### config.mk
export PLATFORM = sky130hd
export DESIGN_NAME = pdm_fade
export DESIGN_NICKNAME = d
export VERILOG_FILES = /design/src/rtl/pdm_pkg.sv /design/src/rtl/pdm_tick_gen.sv /design/src/rtl/pdm_fade.sv
export SDC_FILE = /design/constraint.sdc
export NUM_CORES = 1
export LEC_CHECK = 0
export CAP_MARGIN = 20
export CORE_MARGIN = 2
export CORE_UTILIZATION = 40
export CTS_BUF_LIST = sky130_fd_sc_hd__clkbuf_2
export DETAILED_ROUTE_END_ITERATION = 8
export PLACE_DENSITY = 0.71
export SKIP_CTS_REPAIR_TIMING = 1
export SLEW_MARGIN = 20
export SYNTH_ARGS = -nofsm -noshare
export SYNTH_HDL_FRONTEND = slang
export SYNTH_SLANG_ARGS = --single-unit
### constraint.sdc
create_clock -name clk -period 3.48 [get_ports clk]
set_input_delay 0.696 -clock clk [delete_from_list [all_inputs] [get_ports clk]]
set_output_delay 0.696 -clock clk [all_outputs]
set_load 0.03 [all_outputs]
### src/rtl/pdm_pkg.sv
// Shared definitions for the PDM output path: fade state encoding and default duty width.
package pdm_pkg;

  localparam int unsigned DUTY_BITS_DEFAULT = 8;

  typedef enum logic [1:0] {
    IDLE = 2'd0,
    UP   = 2'd1,
    DOWN = 2'd2
  } fade_state_e;

endpackage

### src/rtl/pdm_tick_gen.sv
// Programmable prescaler: counts 0..period while enabled and flags the terminal count.
module pdm_tick_gen #(
  parameter int unsigned PERIOD_BITS = 16
) (
  input  logic                   clk,
  input  logic                   rst,
  input  logic                   clr,
  input  logic                   en,
  input  logic [PERIOD_BITS-1:0] period,
  output logic                   tick_c
);

  logic [PERIOD_BITS-1:0] cnt_q;

  assign tick_c = en && (cnt_q == period);

  always_ff @(posedge clk) begin
    if (rst) begin
      cnt_q <= '0;
    end else if (clr) begin
      cnt_q <= '0;
    end else if (en) begin
      cnt_q <= tick_c ? '0 : cnt_q + PERIOD_BITS'(1);
    end
  end

endmodule

### src/rtl/pdm_fade.sv
// Slew-limited duty generator: ramps duty toward a loaded target one step per prescaler tick,
// optionally breathing between 0 and the target.
module pdm_fade
  import pdm_pkg::*;
#(
  parameter int unsigned DUTY_BITS   = DUTY_BITS_DEFAULT,
  parameter int unsigned PERIOD_BITS = 16
) (
  input  logic                   clk,
  input  logic                   rst,
  input  logic                   load,
  input  logic                   stop,
  input  logic [DUTY_BITS-1:0]   target,
  input  logic [DUTY_BITS-1:0]   step,
  input  logic [PERIOD_BITS-1:0] period,
  input  logic                   breathe,
  output logic [DUTY_BITS-1:0]   duty,
  output logic                   busy,
  output logic                   done
);

  localparam int unsigned DIFF_BITS = DUTY_BITS + 1;

  fade_state_e            state_q, state_d;
  logic [DUTY_BITS-1:0]   duty_q, duty_d;
  logic [DUTY_BITS-1:0]   target_q, target_d;
  logic [DUTY_BITS-1:0]   step_q, step_d;
  logic [PERIOD_BITS-1:0] period_q, period_d;
  logic                   breathe_q, breathe_d;
  logic                   done_q, done_d;
  logic                   busy_q, busy_d;

  logic                   tick;
  logic [DUTY_BITS-1:0]   floor_val;
  logic [DIFF_BITS-1:0]   diff_up, diff_dn, step_ext;

  pdm_tick_gen #(
    .PERIOD_BITS(PERIOD_BITS)
  ) u_tick (
    .clk   (clk),
    .rst   (rst),
    .clr   (load | stop),
    .en    (state_q != IDLE),
    .period(period_q),
    .tick_c(tick)
  );

  // Distances to the endpoint in one extra bit so the saturation test never wraps.
  assign floor_val = breathe_q ? '0 : target_q;
  assign diff_up   = DIFF_BITS'(target_q) - DIFF_BITS'(duty_q);
  assign diff_dn   = DIFF_BITS'(duty_q) - DIFF_BITS'(floor_val);
  assign step_ext  = DIFF_BITS'(step_q);

  always_ff @(posedge clk) begin
    if (rst) begin
      state_q   <= IDLE;
      duty_q    <= '0;
      target_q  <= '0;
      step_q    <= '0;
      period_q  <= '0;
      breathe_q <= 1'b0;
      done_q    <= 1'b0;
      busy_q    <= 1'b0;
    end else begin
      state_q   <= state_d;
      duty_q    <= duty_d;
      target_q  <= target_d;
      step_q    <= step_d;
      period_q  <= period_d;
      breathe_q <= breathe_d;
      done_q    <= done_d;
      busy_q    <= busy_d;
    end
  end

  always_comb begin
    state_d   = state_q;
    duty_d    = duty_q;
    target_d  = target_q;
    step_d    = step_q;
    period_d  = period_q;
    breathe_d = breathe_q;
    done_d    = 1'b0;

    if (load) begin
      target_d  = target;
      step_d    = (step == '0) ? DUTY_BITS'(1) : step;
      period_d  = period;
      breathe_d = breathe;
      if (target > duty_q) begin
        state_d = UP;
      end else if (target < duty_q) begin
        state_d = DOWN;
      end else if (breathe && (target != '0)) begin
        state_d = DOWN;
      end else begin
        state_d = IDLE;
        done_d  = 1'b1;
      end
    end else if (stop) begin
      state_d = IDLE;
    end else if (tick) begin
      case (state_q)
        UP: begin
          if (diff_up <= step_ext) begin
            duty_d = target_q;
            if (breathe_q) begin
              state_d = DOWN;
            end else begin
              state_d = IDLE;
              done_d  = 1'b1;
            end
          end else begin
            duty_d = duty_q + step_q;
          end
        end
        DOWN: begin
          // Breathe reports one done per cycle, on arrival at zero.
          if (diff_dn <= step_ext) begin
            duty_d  = floor_val;
            done_d  = 1'b1;
            state_d = breathe_q ? UP : IDLE;
          end else begin
            duty_d = duty_q - step_q;
          end
        end
        default: ;
      endcase
    end

    busy_d = (state_d != IDLE);
  end

  assign duty = duty_q;
  assign busy = busy_q;
  assign done = done_q;

endmodule

* After elaboration in Yosys (flattened, before gate mapping)
Index checks and enable logic that the tools add are counted.
** Storage, ports and cells
- Output and inout port bits :: 10
- Input bits :: 37
- Register bits after elaboration :: 61
** Operators by class
- Magnitude comparators :: 4
- Reductions and logical operators :: 9
- Bitwise gates (word level) :: 3
- Equal/unequal tests :: 3
- $add $sub $neg :: 5
- Multiplexer cells :: 27
** Operators by type and width (number)
- 8-bit 2-to-1 mux :: 4
- 9-bit by 8-bit less-or-equal comparator with 1-bit output :: 2
- 2-bit 2-to-1 mux :: 9
- 8-bit by 8-bit subtractor with 9-bit output :: 2
- 16-bit by 1-bit adder with 16-bit output, second input constant :: 1
- 16-bit equality test :: 1
- 16-bit 2-to-1 mux :: 1
- 8-bit case mux with 2 select lines :: 1
- 1-bit 2-to-1 mux :: 10
- 8-bit adder :: 1
- 8-bit > comparator :: 1
- 8-bit logical NOT :: 1
- 8-bit < comparator :: 1
- 8-bit nonzero test :: 1
- 8-bit subtractor :: 1
- 2-bit nonzero test :: 3
- 2-bit case mux with 2 select lines :: 1
- 4-bit AND reduction :: 1
- 2-bit by 1-bit equality test with 1-bit output, second input constant :: 1
- 2-bit equality test, second input constant :: 1
- 1-bit logical AND :: 2
- 1-bit inverter :: 2
- 1-bit case mux with 2 select lines :: 1
- 2-bit OR reduction :: 1
- 1-bit bitwise OR :: 1

* Depth between registers and ports, before layout
Gate-level depths: netlist (run 1).
- Word-level depth :: 9
- Gate-level depth with buffers :: 19
- Gate-level depth less buffers :: 18

* Cells and area by module
A second synthesis (run 1) with hierarchy kept.
** Second synthesis, totals
- Cell total of the unflattened synthesis :: 552
- Area total of the unflattened synthesis :: 4912.2 um^2
** Modules (own cells, without submodules)
- pdm_fade :: area each 3883.7 um^2, seq. area each 900.9 um^2, instances 1, cells an instance 439
- pdm_tick_gen :: area each 1028.5 um^2, seq. area each 320.3 um^2, instances 1, cells an instance 113

* Worst setup path after synthesis (run 1)
No wires, ideal clock.
- Path type :: register to register
- From :: reg duty_q[1] (netlist: duty[1])
- To :: reg busy_q (netlist: busy)
- Cell stages (with the launch flop) :: 19
- Setup slack :: -0.396 ns
- Buffers on the path :: 1
- Data required time :: 3.345 ns
- Library setup time :: 0.135 ns
- Data arrival time :: 3.741 ns
- Cell sequence :: dfxtp_1 > inv_1 > ha_1 > nor2b_1 > o21ai_0 > nand2b_1 > a21o_1 > a21oi_1 > o21ai_1 > xor2_1 > ha_1 > nand4_1 > or2_1 > o211ai_1 > o211a_1 > buf_2 > o2111ai_1 > a211oi_1 > o211ai_1
** Between the ends
- Longest elaborated chain between the ends :: 8
** Ends and longest elaborated chain
- start, declared :: RTL line pdm_fade.sv:25 : logic [DUTY_BITS-1:0] duty_q, duty_d;
- start signal, assigned :: RTL line pdm_fade.sv:66 : duty_q <= duty_d;
- 8-bit by 8-bit subtractor with 9-bit output (on tied branches) :: RTL line pdm_fade.sv:51, pdm_fade.sv:50
- 9-bit by 8-bit less-or-equal comparator with 1-bit output (on tied branches) :: RTL line pdm_fade.sv:119, pdm_fade.sv:105
- 2-bit 2-to-1 mux (on tied branches) :: RTL line pdm_fade.sv:119, pdm_fade.sv:105
- 2-bit case mux with 2 select lines :: RTL line pdm_fade.sv:103 : case (state_q)
- 2-bit 2-to-1 mux :: RTL line pdm_fade.sv:102 : end else if (tick) begin
- 2-bit 2-to-1 mux :: RTL line pdm_fade.sv:100 : end else if (stop) begin
- 2-bit 2-to-1 mux * :: RTL line pdm_fade.sv:85 : if (load) begin
- 2-bit nonzero test * :: RTL line pdm_fade.sv:131 : busy_d = (state_d != IDLE);
- end signal, assigned :: RTL line pdm_fade.sv:72 : busy_q <= busy_d;
- end, declared :: RTL line pdm_fade.sv:31 : logic busy_q, busy_d;
Mark *: on every way between the ends. The rest lies on a longest branch, timed or not.
A chain may end at the register's enable or synchronous reset.

* Worst setup path after layout (run 1)
- From :: reg target_q[0]
- To :: reg busy_q (netlist: busy)
** Between the ends
- Longest elaborated chain between the ends :: 9
** Ends and longest elaborated chain
- start, declared :: RTL line pdm_fade.sv:26 : logic [DUTY_BITS-1:0] target_q, target_d;
- start signal, assigned :: RTL line pdm_fade.sv:67 : target_q <= target_d;
- 8-bit 2-to-1 mux :: RTL line pdm_fade.sv:49 : assign floor_val = breathe_q ? '0 : target_q;
- 8-bit by 8-bit subtractor with 9-bit output :: RTL line pdm_fade.sv:51 : assign diff_dn = DIFF_BITS'(duty_q) - DIFF_BITS'(floor_val);
- 9-bit by 8-bit less-or-equal comparator with 1-bit output :: RTL line pdm_fade.sv:119 : if (diff_dn <= step_ext) begin
- 2-bit 2-to-1 mux :: RTL line pdm_fade.sv:119
- 2-bit case mux with 2 select lines * :: RTL line pdm_fade.sv:103
- 2-bit 2-to-1 mux * :: RTL line pdm_fade.sv:102
- 2-bit 2-to-1 mux * :: RTL line pdm_fade.sv:100
- 2-bit 2-to-1 mux * :: RTL line pdm_fade.sv:85
- 2-bit nonzero test * :: RTL line pdm_fade.sv:131
Marked as above.

==> flow_summary.yaml, run 1 <==
status:
  status: "complete, no violations"
synthesis:
  synth_edf_count: 0
  synth_compound_area_frac: 0.165
  synthSimpleGateAreaFrac: 0.201
  yosys-mux-area-fraction: 0.0750
  synthCells: 562
  synthTopCellsByArea: "dfxtp_1 26%, ha_1 16%, mux2i_1 7.5%"
  synth_xor_area_frac: 0.0769
  yosysUniqueCellTypes: 60
  avgSynthCellArea_um2: 8.31
  synth_top_area_cell: "dfxtp_1"
  yosys_warnings: 0
  yosysSeqAreaShare: 0.262
  netlist_area_mm2: 0.00467
  synth_top_family_by_area: "simple AND/OR/NAND/NOR gates"
  yosysMostFrequentCell: "nor2_1"
  synth_adder_area_share: 0.175
  syn-num-nets: 662
  yosys.area.top_type_share: 0.262
  ys.flop_type: "dfxtp_1"
  async_flop_share: 0
  synth-seq-cells: 61
  synthTopCellsByCount: "71 x nor2_1, 61 x dfxtp_1, 59 x ha_1, 36 x inv_1, 36 x nand2_1"
global_route:
  antenna_found_initial: 0
  globalRouteTotalUtil: 0.204
  grt_pass1_vias: 4292
  grt-ovfl-total: 0
  grt_max_degree: 26
  grt_pass1_wl_um: 20800
placed_design:
  gp_congestion: 0.985
  post-dp-hpwl_um: 10300
  place_inst: 756
  placed_area_mm2: 0.00541
  io_buffer_count: 46
timing:
  rsz0062_at_grt: "yes"
  drv_slew: 0
  setup_viol: 0
  min_period_ns: 3.41
  timing.slew.headroom: 0.569
  fin_skew_ns: 0.0461
  finalCritPeriodShare: 0.980
  clock.fmax_ghz: 0.293
  whs_ns: 0.529
  tightest_slew_ns: 0.638
  hold_viol_final: 0
setup_path:
  worstSetupPathType: "reg2reg"
  regToRegSetupSlack_ns: 0.07
  r2r-start: "target_q[0]$_SDFFE_PP0P_"
  reg2reg_to: "busy$_SDFF_PP0_"
  cp.arrival_ns: 3.86
  critical_path.endpoint_type: "flip-flop"
  r2r_cells: 17
  startpoint: "target_q[0]$_SDFFE_PP0P_"
  cp.required_ns: 3.93
  cp-start-kind: "flip-flop"
  worstPathMaxFanout: 6
floorplan:
  core_mm2: 0.0114
  dieArea_mm2: 0.0126
  start_util: 0.409
  rows: 39
  die_width_um: 112
  ios: 47
  die_y_um: 112
final_layout:
  layout.nets: 737
  layout-drive-gt1-share: 0.171
  seqCellArea_mm2: 0.00124
  design_area_mm2: 0.00590
  area_growth_pct: 26.4
  diodes: 0
  multi_input_area_mm2: 0.00347
  n_fill_cell: 1062
  fin_cells: 785
clocking:
  insertion_delay_ns: 0.53
  h-tree-depth: 3
  cts_max_path_buffers: 2
  cts_tree: "built"
  cts_made_buffers: 9
  cts.sinks: 61
  path_clk_slew_ns: 0.19
  cts-root-buf: "clkbuf_2"
min_path:
  hold_start: "u_tick.cnt_q[9]$_SDFFE_PP0P_"
  min_path_cells: 2
  hold_path_end: "u_tick.cnt_q[9]$_SDFFE_PP0P_"
  min_path_type: "reg2reg"
detailed_routing:
  drc_errors: 0
  post_drt_wl_per_cell_um: 16.9
  drtAntennaViolNets: 0
  via_count: 4388
  wirelength_um: 13300
  drtPass1Iterations: 5
  avgViaCountPerCell: 5.59
  drtIter0Drc: 271
job:
  maxCapViolations: 0
power_and_ir_drop:
  powerDensity_mw_per_mm2: 332
  leakage_nw: 2.51
  vdd_drop_max_uv: 231
## cells in the final DEF, fill, tap and decap left out, types with 3 or more instances in the layout
| master | count |
|---|---|
| dfxtp_4 | 3 |
| ha_4 | 4 |
| clkbuf_2 | 9 |
| xnor2_1 | 16 |
| o211ai_1 | 8 |
| nand2_1 | 34 |
| a21boi_0 | 3 |
| o21a_1 | 5 |
| nand2b_1 | 9 |
| xor2_1 | 25 |
| nor2b_1 | 6 |
| mux2i_1 | 35 |
| o21ai_0 | 14 |
| a211oi_1 | 4 |
| a21o_1 | 7 |
| buf_4 | 32 |
| and3_1 | 4 |
| dfxtp_1 | 54 |
| o21bai_1 | 3 |
| buf_6 | 3 |
| a21oi_2 | 4 |
| a21oi_1 | 20 |
| a31oi_1 | 8 |
| nor2_1 | 69 |
| inv_1 | 33 |
| nand3_1 | 11 |
| inv_4 | 3 |
| nor3_1 | 12 |
| o21ai_1 | 6 |
| nand4_1 | 9 |
| ha_1 | 54 |
| clkdlybuf4s50_1 | 45 |
| dfxtp_2 | 4 |
| or3_1 | 7 |
| nor4_2 | 4 |
| nor4_1 | 4 |
| o21ai_2 | 4 |
## stage by stage
| stage | worst slack (ns) | setup TNS [ns] | total power [W] | util |
|---|---|---|---|---|
| 2_1_floorplan | 0.0208 | 0 | 0.00114 | - |
| 3_3_place_gp | -0.0356 | -0.0654 | 0.00130 | 0.474 |
| 3_5_place_dp | -0.168 | -0.979 | 0.00132 | 0.474 |
| 4_1_cts | -0.218 | -1.31 | 0.00186 | 0.486 |
| 5_1_grt | -0.177 | -1.25 | 0.00207 | 0.517 |
| 6_report | 0.0711 | 0 | 0.00196 | 0.517 |
## where the power goes
| group | total [W] | switching [W] | leakage, nW | internal (W) |
|---|---|---|---|---|
| Sequential | 0.000752 | 0.0000283 | 0.503 | 0.000724 |
| Combinational | 0.000670 | 0.000345 | 1.92 | 0.000325 |
| Clock | 0.000535 | 0.000295 | 0.0828 | 0.000241 |
## area by class of cell
class | instances | share of cell area
Clock inverter | 7 | 0.0163
Tap cell | 143 | 0.0303
Inverter | 38 | 0.0250
Clock buffer | 9 | 0.00763
Multi-Input combinational cell | 446 | 0.587
Sequential cell | 61 | 0.210
Timing Repair Buffer | 81 | 0.124
## worst max-delay path: stages (launching register included)
cell	delay (ns)
dfxtp_4	0.41
inv_4	0.05
ha_4	0.15
fa_2	0.40
nor2b_4	0.16
o31ai_4	0.07
a21oi_2	0.17
xor2_1	0.11
ha_1	0.36
buf_4	0.13
nand4_1	0.11
or2_1	0.22
o211ai_1	0.14
o211a_4	0.26
buf_6	0.14
mux2i_1	0.18
a21oi_1	0.10
o211ai_1	0.18
## worst max path at each step
stage / endpoint / slack (ns)
finish: busy$_SDFF_PP0_ / 0.07
global route: busy$_SDFF_PP0_ / -0.18
CTS: duty[7]$_SDFFE_PP0P_ / -0.22
detailed placement: busy$_SDFF_PP0_ / -0.17
global placement: duty[0]$_SDFFE_PP0P_ / -0.04
floorplan: busy$_SDFF_PP0_ / 0.02
## layer usage
layer	vias up	track usage	wire (µm)
li1	2158	-	-
met1	2063	0.253	5830
met2	128	0.353	6350
met3	39	0.0475	684
met4	0	0.0659	404
met5	-	0	0
## logic make-up (layout without fill, tap and decap cells)
logic type,Yosys count,after routing
simple gates,192,192
compound gates,115,115
fa+ha+maj,63,63
flops,61,61
buf+inv,55,135
xor+xnor,41,41
mux,35,35
## registers in the layout, indices dropped and copies added (netlist names)
name	cells
state_q	2
breathe_q	1
target_q	8
duty	8
busy	1
u_tick.cnt_q	16
done	1
period_q	16
step_q	8
Power figures use the tool's default switching activity.
==> inputs of run 2 (changes only) <==
--- a/config.mk
+++ b/config.mk
@@ -10,7 +10,7 @@
 export CORE_UTILIZATION = 40
 export CTS_BUF_LIST = sky130_fd_sc_hd__clkbuf_2
 export DETAILED_ROUTE_END_ITERATION = 8
-export PLACE_DENSITY = 0.71
+export PLACE_DENSITY = 0.73
 export SKIP_CTS_REPAIR_TIMING = 1
 export SLEW_MARGIN = 20
 export SYNTH_ARGS = -nofsm -noshare
==> run 2 against run 1 <==
Total power increased by 0.84%. Critical path depth unchanged. Die area unchanged. Clock skew decreased by 0.020 ns. Flip-flop and latch count unchanged. Utilization decreased by 0.20 points. The flow now finishes with violations (negative setup slack). Worst hold slack got worse by 0.0030 ns. Largest cell class unchanged. Global-route usage increased by 0.37 points. Critical path type unchanged. Sequential share of layout area about the same. Non-clock buffer count unchanged.
==> flow_summary.yaml, run 2 (synthesis results as in run 1) <==
clocking:
  cts_made_buffers: 9
  cts-root-buf: "clkbuf_2"
  cts_max_path_buffers: 2
  path_clk_slew_ns: 0.21
  h-tree-depth: 3
  cts_tree: "built"
  insertion_delay_ns: 0.51
  cts.sinks: 61
floorplan:
  core_mm2: 0.0114
  dieArea_mm2: 0.0126
  start_util: 0.409
  die_width_um: 112
  ios: 47
  rows: 39
  die_y_um: 112
timing:
  finalCritPeriodShare: 1.00
  rsz0062_at_grt: "yes"
  whs_ns: 0.526
  setup_viol: 1
  drv_slew: 0
  fin_skew_ns: 0.0265
  timing.slew.headroom: 0.555
  hold_viol_final: 0
  layout_setup_ws_ns: -0.00257
  min_period_ns: 3.48
  clock.fmax_ghz: 0.287
  tightest_slew_ns: 0.668
detailed_routing:
  drc_errors: 0
  avgViaCountPerCell: 5.67
  drtAntennaViolNets: 0
  post_drt_wl_per_cell_um: 16.8
  drtPass1Iterations: 4
  via_count: 4454
  drtIter0Drc: 265
  wirelength_um: 13200
setup_path:
  critical_path.endpoint_type: "flip-flop"
  startpoint: "breathe_q$_SDFFE_PP0P_"
  worstPathMaxFanout: 5
  reg2reg_to: "busy$_SDFF_PP0_"
  r2r_cells: 17
  cp.required_ns: 3.86
  cp.arrival_ns: 3.87
  regToRegSetupSlack_ns: -0.003
  r2r-start: "breathe_q$_SDFFE_PP0P_"
  cp-start-kind: "flip-flop"
  worstSetupPathType: "reg2reg"
global_route:
  grt_pass1_vias: 4428
  antenna_found_initial: 0
  globalRouteTotalUtil: 0.208
  grt_pass1_wl_um: 21200
  grt-ovfl-total: 0
  grt_max_degree: 25
final_layout:
  reg_top3: "period_q: 16 flops, u_tick.cnt_q: 16 flops"
  diodes: 0
  layout-drive-gt1-share: 0.159
  final_util: 0.515
  layout_common_cells: "70 x nor2_1, 55 x dfxtp_1, 54 x ha_1"
  layout.nets: 738
  area_growth_pct: 25.9
  n_fill_cell: 1066
  layout_commonest_cell: "nor2_1"
placed_design:
  gp_congestion: 1.05
  io_buffer_count: 46
  post-dp-hpwl_um: 10300
power_and_ir_drop:
  vdd_drop_max_uv: 209
  leakage_nw: 2.49
  powerDensity_mw_per_mm2: 336
  finalPower_w: 0.00197
min_path:
  min_path_type: "reg2reg"
  hold_path_end: "u_tick.cnt_q[6]$_SDFFE_PP0P_"
  min_path_cells: 2
  hold_start: "u_tick.cnt_q[6]$_SDFFE_PP0P_"
job:
  maxCapViolations: 0
status:
  status: "complete, but fails checks"
  failed_checks: "negative setup slack"
run 2: cell types whose count changed in the layout (fill, tap and decap cells not counted), moves of 2 or more:
| cell | before | now |
|---|---|---|
| buf_6 | 3 | 1 |
| dfxtp_4 | 3 | 1 |
| inv_2 | 2 | 4 |
| inv_4 | 3 | 0 |
| nor2b_4 | 2 | 0 |
| o21ai_1 | 6 | 9 |
| o21ai_2 | 4 | 1 |
| o32ai_1 | 2 | 4 |
| o32ai_2 | 2 | 0 |
run 2: layer usage:
metal  wire length (µm)  vias to the layer above  GRT usage
met4                457                        0     0.0829
met2               6300                      148      0.354
met3                764                       38     0.0481
met1               5710                     2102      0.256
li1                   -                     2166          -
met5                  0                        -          0
run 2: cell type report:
type                       count  area, µm²  area share
inverter                      38        143      0.0243
clock inverter                 7       97.6      0.0166
tap                          143        179      0.0304
clock buffer                   9       45.0     0.00766
timing repair buffer          81        752       0.128
multi-input combinational    447       3430       0.584
sequential                    61       1230       0.209
run 2: worst max path at each step:
stage,slack [ns],depth (start not counted),end
finish,-0.003,17,busy$_SDFF_PP0_
global route,-0.13,18,busy$_SDFF_PP0_
CTS,-0.13,18,busy$_SDFF_PP0_
detailed placement,-0.1,18,busy$_SDFF_PP0_
global placement,0.006,18,duty[0]$_SDFFE_PP0P_
floorplan,0.02,18,busy$_SDFF_PP0_
run 2: per-stage QoR:
step | cell area, µm² | setup TNS (ns) | worst slack, ns | std cells
2_1_floorplan | 4680 | 0 | 0.0208 | 562
6_report | 5880 | -0.00257 | -0.00257 | 786
5_1_grt | 5880 | -0.941 | -0.134 | 786
4_1_cts | 5590 | -0.683 | -0.126 | 775
3_5_place_dp | 5440 | -0.301 | -0.0989 | 759
3_3_place_gp | 5440 | 0 | 0.00573 | 759
run 2: worst max-delay path, stage by stage (launching register included):
cell	delay, ns
dfxtp_2	0.37
buf_6	0.12
nor2_4	0.13
ha_4	0.16
fa_2	0.22
nor2b_2	0.07
o31ai_4	0.29
nand2b_1	0.10
a21oi_2	0.15
xnor2_1	0.10
ha_2	0.20
nor4_4	0.26
o21ai_1	0.11
o211a_4	0.29
o21ai_4	0.20
o2111ai_2	0.16
a211oi_2	0.31
o211ai_1	0.12
run 2: report_power, final:
| group | switching [W] | internal [W] |
|---|---|---|
| Combinational | 0.000352 | 0.000336 |
| Sequential | 0.0000248 | 0.000725 |
| Clock | 0.000295 | 0.000242 |
| Total | 0.000672 | 0.00130 |
